`config.mk`:
```
export PLATFORM = sky130hd
export DESIGN_NAME = queue_perf_monitor
export DESIGN_NICKNAME = d
export VERILOG_FILES = /design/src/rtl/queue_perf_monitor.sv
export SDC_FILE = /design/constraint.sdc
export NUM_CORES = 2
export LEC_CHECK = 0
export CAP_MARGIN = 20
export CELL_PAD_IN_SITES_DETAIL_PLACEMENT = 0
export CELL_PAD_IN_SITES_GLOBAL_PLACEMENT = 1
export CORE_MARGIN = 2
export CORE_UTILIZATION = 40
export CTS_CLUSTER_DIAMETER = 40
export DETAILED_ROUTE_END_ITERATION = 8
export PLACE_DENSITY = 0.68
export SLEW_MARGIN = 20
export SYNTH_ARGS = -nofsm -noshare
export SYNTH_HDL_FRONTEND = slang
export SYNTH_SLANG_ARGS = --single-unit
```
`constraint.sdc`:
```
create_clock -name clk -period 3.35 [get_ports clk]
set_input_delay 1.005 -clock clk [delete_from_list [all_inputs] [get_ports clk]]
set_output_delay 1.005 -clock clk [all_outputs]
set_load 0.02 [all_outputs]
```
`src/rtl/queue_perf_monitor.sv`:
```
// Queue performance monitor: per-channel saturating event counters, a
// shadow occupancy model with sticky flag-mismatch detection, and a
// registered counter read port.
//
// Ports:
//   clk, rst              clock, asynchronous active-low reset
//   q_flush/q_enq/q_deq   per-channel queue activity strobes
//   q_full/q_empty        per-channel flags reported by the queue
//   cmd_start/stop/clear  run control (clear > stop > start)
//   rd_req/rd_ch/rd_sel   counter read request, channel, select
//   rd_valid/rd_data      read result, one cycle after rd_req
//   mismatch              sticky shadow-vs-flag disagreement
//   state                 0 IDLE, 1 RUN, 2 HALT
module queue_perf_monitor #(
    parameter int NUM_CH = 4,
    parameter int DEPTH  = 16,
    parameter int CNT_W  = 32,
    localparam int CH_W  = (NUM_CH > 1) ? $clog2(NUM_CH) : 1,
    localparam int OCC_W = $clog2(DEPTH + 1)
) (
    input  logic              clk,
    input  logic              rst,
    input  logic [NUM_CH-1:0] q_flush,
    input  logic [NUM_CH-1:0] q_enq,
    input  logic [NUM_CH-1:0] q_deq,
    input  logic [NUM_CH-1:0] q_full,
    input  logic [NUM_CH-1:0] q_empty,
    input  logic              cmd_start,
    input  logic              cmd_stop,
    input  logic              cmd_clear,
    input  logic              rd_req,
    input  logic [CH_W-1:0]   rd_ch,
    input  logic [2:0]        rd_sel,
    output logic              rd_valid,
    output logic [CNT_W-1:0]  rd_data,
    output logic [NUM_CH-1:0] mismatch,
    output logic [1:0]        state
);

    localparam int N_EV     = 7;
    localparam int EV_ENQ   = 0;
    localparam int EV_DEQ   = 1;
    localparam int EV_FULL  = 2;
    localparam int EV_EMPTY = 3;
    localparam int EV_OVF   = 4;
    localparam int EV_UNF   = 5;
    localparam int EV_FLUSH = 6;

    localparam logic [OCC_W-1:0] OCC_MAX = OCC_W'(DEPTH);

    typedef enum logic [1:0] {
        IDLE = 2'd0,
        RUN  = 2'd1,
        HALT = 2'd2
    } state_t;

    state_t            st;
    logic [CNT_W-1:0]  cnt     [NUM_CH][N_EV];
    logic [OCC_W-1:0]  occ     [NUM_CH];
    logic [OCC_W-1:0]  occ_nxt [NUM_CH];
    logic [OCC_W-1:0]  max_occ [NUM_CH];
    logic [N_EV-1:0]   ev      [NUM_CH];
    logic [NUM_CH-1:0] enq_ok;
    logic [NUM_CH-1:0] deq_ok;
    logic [NUM_CH-1:0] mis_ev;
    logic [CNT_W-1:0]  rd_mux;

    assign state = st;

    function automatic logic [CNT_W-1:0] sat_inc(input logic [CNT_W-1:0] v);
        return (&v) ? v : v + CNT_W'(1);
    endfunction

    // A flush cycle discards that cycle's enq/deq entirely.
    always_comb begin
        enq_ok = '0;
        deq_ok = '0;
        mis_ev = '0;
        for (int c = 0; c < NUM_CH; c++) begin
            enq_ok[c] = q_enq[c] & ~q_full[c] & ~q_flush[c];
            deq_ok[c] = q_deq[c] & ~q_empty[c] & ~q_flush[c];

            ev[c]           = '0;
            ev[c][EV_ENQ]   = enq_ok[c];
            ev[c][EV_DEQ]   = deq_ok[c];
            ev[c][EV_FULL]  = q_full[c];
            ev[c][EV_EMPTY] = q_empty[c];
            ev[c][EV_OVF]   = q_enq[c] & q_full[c] & ~q_flush[c];
            ev[c][EV_UNF]   = q_deq[c] & q_empty[c] & ~q_flush[c];
            ev[c][EV_FLUSH] = q_flush[c];

            // Bounds clamp keeps the shadow in range even when the
            // queue's flags lie; mismatch reports that case.
            occ_nxt[c] = occ[c];
            if (q_flush[c]) begin
                occ_nxt[c] = '0;
            end else if (enq_ok[c] && !deq_ok[c] && occ[c] != OCC_MAX) begin
                occ_nxt[c] = occ[c] + OCC_W'(1);
            end else if (deq_ok[c] && !enq_ok[c] && occ[c] != '0) begin
                occ_nxt[c] = occ[c] - OCC_W'(1);
            end

            mis_ev[c] = ~q_flush[c] &
                        (((occ[c] == '0) ^ q_empty[c]) |
                         ((occ[c] == OCC_MAX) ^ q_full[c]));
        end
    end

    // Channel codes with no matching channel fall through to zero.
    always_comb begin
        rd_mux = '0;
        for (int c = 0; c < NUM_CH; c++) begin
            if (rd_ch == CH_W'(c)) begin
                if (rd_sel == 3'd7) begin
                    rd_mux = CNT_W'(max_occ[c]);
                end else begin
                    rd_mux = cnt[c][rd_sel];
                end
            end
        end
    end

    always_ff @(posedge clk or negedge rst) begin
        if (!rst) begin
            st       <= IDLE;
            rd_valid <= 1'b0;
            rd_data  <= '0;
            mismatch <= '0;
            for (int c = 0; c < NUM_CH; c++) begin
                occ[c]     <= '0;
                max_occ[c] <= '0;
                for (int k = 0; k < N_EV; k++) begin
                    cnt[c][k] <= '0;
                end
            end
        end else begin
            rd_valid <= rd_req;
            if (rd_req) begin
                rd_data <= rd_mux;
            end

            if (cmd_clear) begin
                st       <= IDLE;
                mismatch <= '0;
                for (int c = 0; c < NUM_CH; c++) begin
                    occ[c]     <= '0;
                    max_occ[c] <= '0;
                    for (int k = 0; k < N_EV; k++) begin
                        cnt[c][k] <= '0;
                    end
                end
            end else begin
                if (cmd_stop) begin
                    if (st == RUN) begin
                        st <= HALT;
                    end
                end else if (cmd_start && st != RUN) begin
                    st <= RUN;
                end

                for (int c = 0; c < NUM_CH; c++) begin
                    occ[c] <= occ_nxt[c];
                    if (mis_ev[c]) begin
                        mismatch[c] <= 1'b1;
                    end
                    if (st == RUN) begin
                        for (int k = 0; k < N_EV; k++) begin
                            if (ev[c][k]) begin
                                cnt[c][k] <= sat_inc(cnt[c][k]);
                            end
                        end
                        if (occ_nxt[c] > max_occ[c]) begin
                            max_occ[c] <= occ_nxt[c];
                        end
                    end
                end
            end
        end
    end

endmodule

```
==> impl_metrics.tcl <==
set metrics [dict create \
    ir_worst_vdd_uv 408 \
    seqPwrFrac 0.337 \
    place_ws_ns -0.722 \
    cts.clk_slew.worst_paths_ns 0.05 \
    cp_cell_sequence "inv_2 > ha_4 > or4b_2 > and4_4 > mux2i_1 > mux2i_2 > nor2_2 > ha_1 > nor2b_1 > o21a_1 > o21bai_1 > a21oi_2 > and2_4 > a22o_1" \
    antenna_left 0 \
    async_flop_share 1.00 \
    ys_seq_area_frac 0.418 \
    worstPathArrival_ns 3.90 \
    fin_cells 8779 \
    cpMaxStageDelayCell "or4b_2" \
    first_pass_iters 6 \
    skew_ns 0.0350 \
    setup_viol 0 \
    crit_path_start_kind "flip-flop" \
    netlist.area_leader.share 0.418 \
    cp_slowest_stage_delay_ns 0.60 \
    slew_violations 0 \
    track_usage 0.273 \
    viasPerCell 5.87 \
    synth_nets 6340 \
    synthMuxAreaShare 0.0834 \
    met1_usage 0.399 \
    hold_viol 0 \
    grt_pass1_vias 48900 \
    cellPowerDensity_mw_per_mm2 490 \
    ys_warn_count 0 \
    worst_slack_ns 0.106 \
    synth_area_leaders "dfrtp_1 42%, nor2_1 6.4%, xnor2_1 6.2%" \
    final_core_util 0.497 \
    cts_tree "yes" \
    port_buffers 69 \
    drt-initial-drc-count 4709 \
    worstHoldPathType "in -> async" \
    power_frac_clock 0.612 \
    totalWireLength_um 204000 \
    die-area_mm2 0.149 \
    maxCapViolations 0 \
    synth_top_area_cell "dfrtp_1" \
    crit_fanout 5 \
    synth-edff-count 0 \
    crit_type "reg -> reg" \
    fmax_ghz 0.308 \
    cts_buffers 195 \
    dp_cells 8402 \
    cts_buffer_depth 3 \
    synth-xor-area-share 0.112 \
    period_minus_slack_ns 3.24 \
    r2r_slack_ns 0.11 \
    grt_pass1_wl_um 311000 \
    grt_max_degree 131 \
    htreeDepth 4 \
    synthAdderAreaFrac 0.0120 \
    die_w_um 386 \
    ys_top_cells_by_count "992 x nor2_1, 975 x dfrtp_1, 414 x xnor2_1" \
    yosys.area_share.simple 0.262 \
    layout-drive-gt1-share 0.161 \
    min_period_over_period 0.968 \
    critPathCaptureType "flip-flop" \
    outcome "finished, final reports clean" \
    fp.dieH_um 386 \
    intPower_w 0.0271 \
    gp_routability_congestion 0.946 \
    clk_latency_ns 0.81 \
    root_buffer "clkbuf_16" \
    rows 140 \
    placed_area_mm2 0.0646 \
    p_sw_w 0.00825 \
    wl_per_cell_um 23.2 \
    postLayoutCellArea_mm2 0.0721 \
    syn_area_mm2 0.0584 \
    whs_ns 0.166 \
    drt_drc_violations_left 0 \
    synth_cell_types 89 \
    synth_top_family_by_area "simple AND/OR/NAND/NOR gates" \
    synth-compound-area-share 0.0808 \
    worst_slew_pin_slew_ns 1.11 \
    relSlewSlack 0.256 \
    clock_sinks 975 \
    avgSynthCellArea_um2 9.33 \
    ys_seq_elements 975 \
    gr-usage-met2 0.395 \
    start_util 0.402 \
    crit_family "simple AND/OR/NAND/NOR gates" \
    busiest_layer "met1" \
    dp_hpwl_um 153000 \
    antenna_found_initial 13 \
    p_leak_nw 28.6 \
    synthCells 6253 \
    required_ns 4.01 \
    met3_usage 0.0697 \
    yosysMostFrequentCell "nor2_1" \
    switching_share 0.233 \
    grt-ovfl-total 0 \
    syn2layout_area_growth_pct 23.6 \
    core-area_mm2 0.145 \
    nets 6776 \
    vias 51500 \
    io_pins 70 \
    synth_flop_cell "dfrtp_1" \
    combPwrFrac 0.051 \
    cp.buffers_inverters 1 \
]
==> flip-flops by register name, summed over array words and instances, names as in the netlist <==
name,count
rd_valid,1
cnt,896
max_occ,20
occ,20
rd_data,32
mismatch,4
state,2
==> metal layers <==
layer  wire length [um]  part of all wire
met5                  7          0.000034
met4               5340             0.026
met3              17900             0.088
met1              93200              0.46
met2              87700              0.43
==> timing repair <==
item | in CTS | in global routing
hold buffers | 0 | 0
setup endpoints to repair | 2 | 20
pin swaps | 0 | 20
hold endpoints to repair | 0 | 0
gates resized for setup | 4 | 29
setup buffers | 1 | 6
==> path summary, 6_finish.rpt <==
kind,from,end,depth (start not counted)
min in group clk,cmd_clear,cnt[773],2
max reg2reg,occ[6],max_occ[7],14
min,rst,cnt[235],1
max in group asynchronous,rst,occ[15],2
min reg2reg,mismatch[0],mismatch[0],2
max,occ[6],max_occ[7],14
==> cell type report <==
class,count,area [um2]
Antenna cell,4,10.0
Clock buffer,249,5500
Clock inverter,117,1800
Fill cell,13400,73100
Inverter,158,593
Multi-Input combinational cell,4805,32400
Sequential cell,975,24400
Tap cell,1917,2400
Timing Repair Buffer,554,5020
==> logic make-up (layout without fill, tap and decap cells) <==
| logic type | count (synthesis) | after routing |
|---|---|---|
| muxes | 293 | 293 |
| xor gates and xnor gates | 747 | 747 |
| buffers and inverters | 473 | 1078 |
| other | 0 | 4 |
| AOI/OAI and AO/OA | 701 | 701 |
| adders and majority gates | 56 | 56 |
| DFF | 975 | 975 |
| and+or+nand+nor | 3008 | 3008 |
==> power by group through the flow <==
stage	clock (W)	combinational, W	sequential [W]
floorplan	0	0.000693	0.0121
global placement	0	0.00177	0.0121
detailed placement	0	0.00178	0.0121
CTS	0.0219	0.00179	0.0119
global route	0.0225	0.00192	0.0119
finish	0.0216	0.00179	0.0119
==> through the flow <==
| step | power [W] | setup TNS, ns |
|---|---|---|
| after global routing | 0.0364 | -0.0563 |
| after detailed placement | 0.0139 | -21.34 |
| after CTS | 0.0357 | 0 |
| final | 0.0354 | 0 |
| after floorplan | 0.0128 | -0.0929 |
| after global placement | 0.0139 | -18.82 |
==> placed cells by master, fill, tap and decap left out, types with 179 or more instances in the layout <==
cell / count
nand4_1: 312
clkbuf_16: 200
nand2_1: 343
o21ai_0: 179
nor3_1: 244
dfrtp_1: 972
xnor2_1: 414
nor2_1: 988
xor2_1: 333
buf_4: 431
nand3_1: 342
No activity file was read; power rests on OpenSTA's default activity.
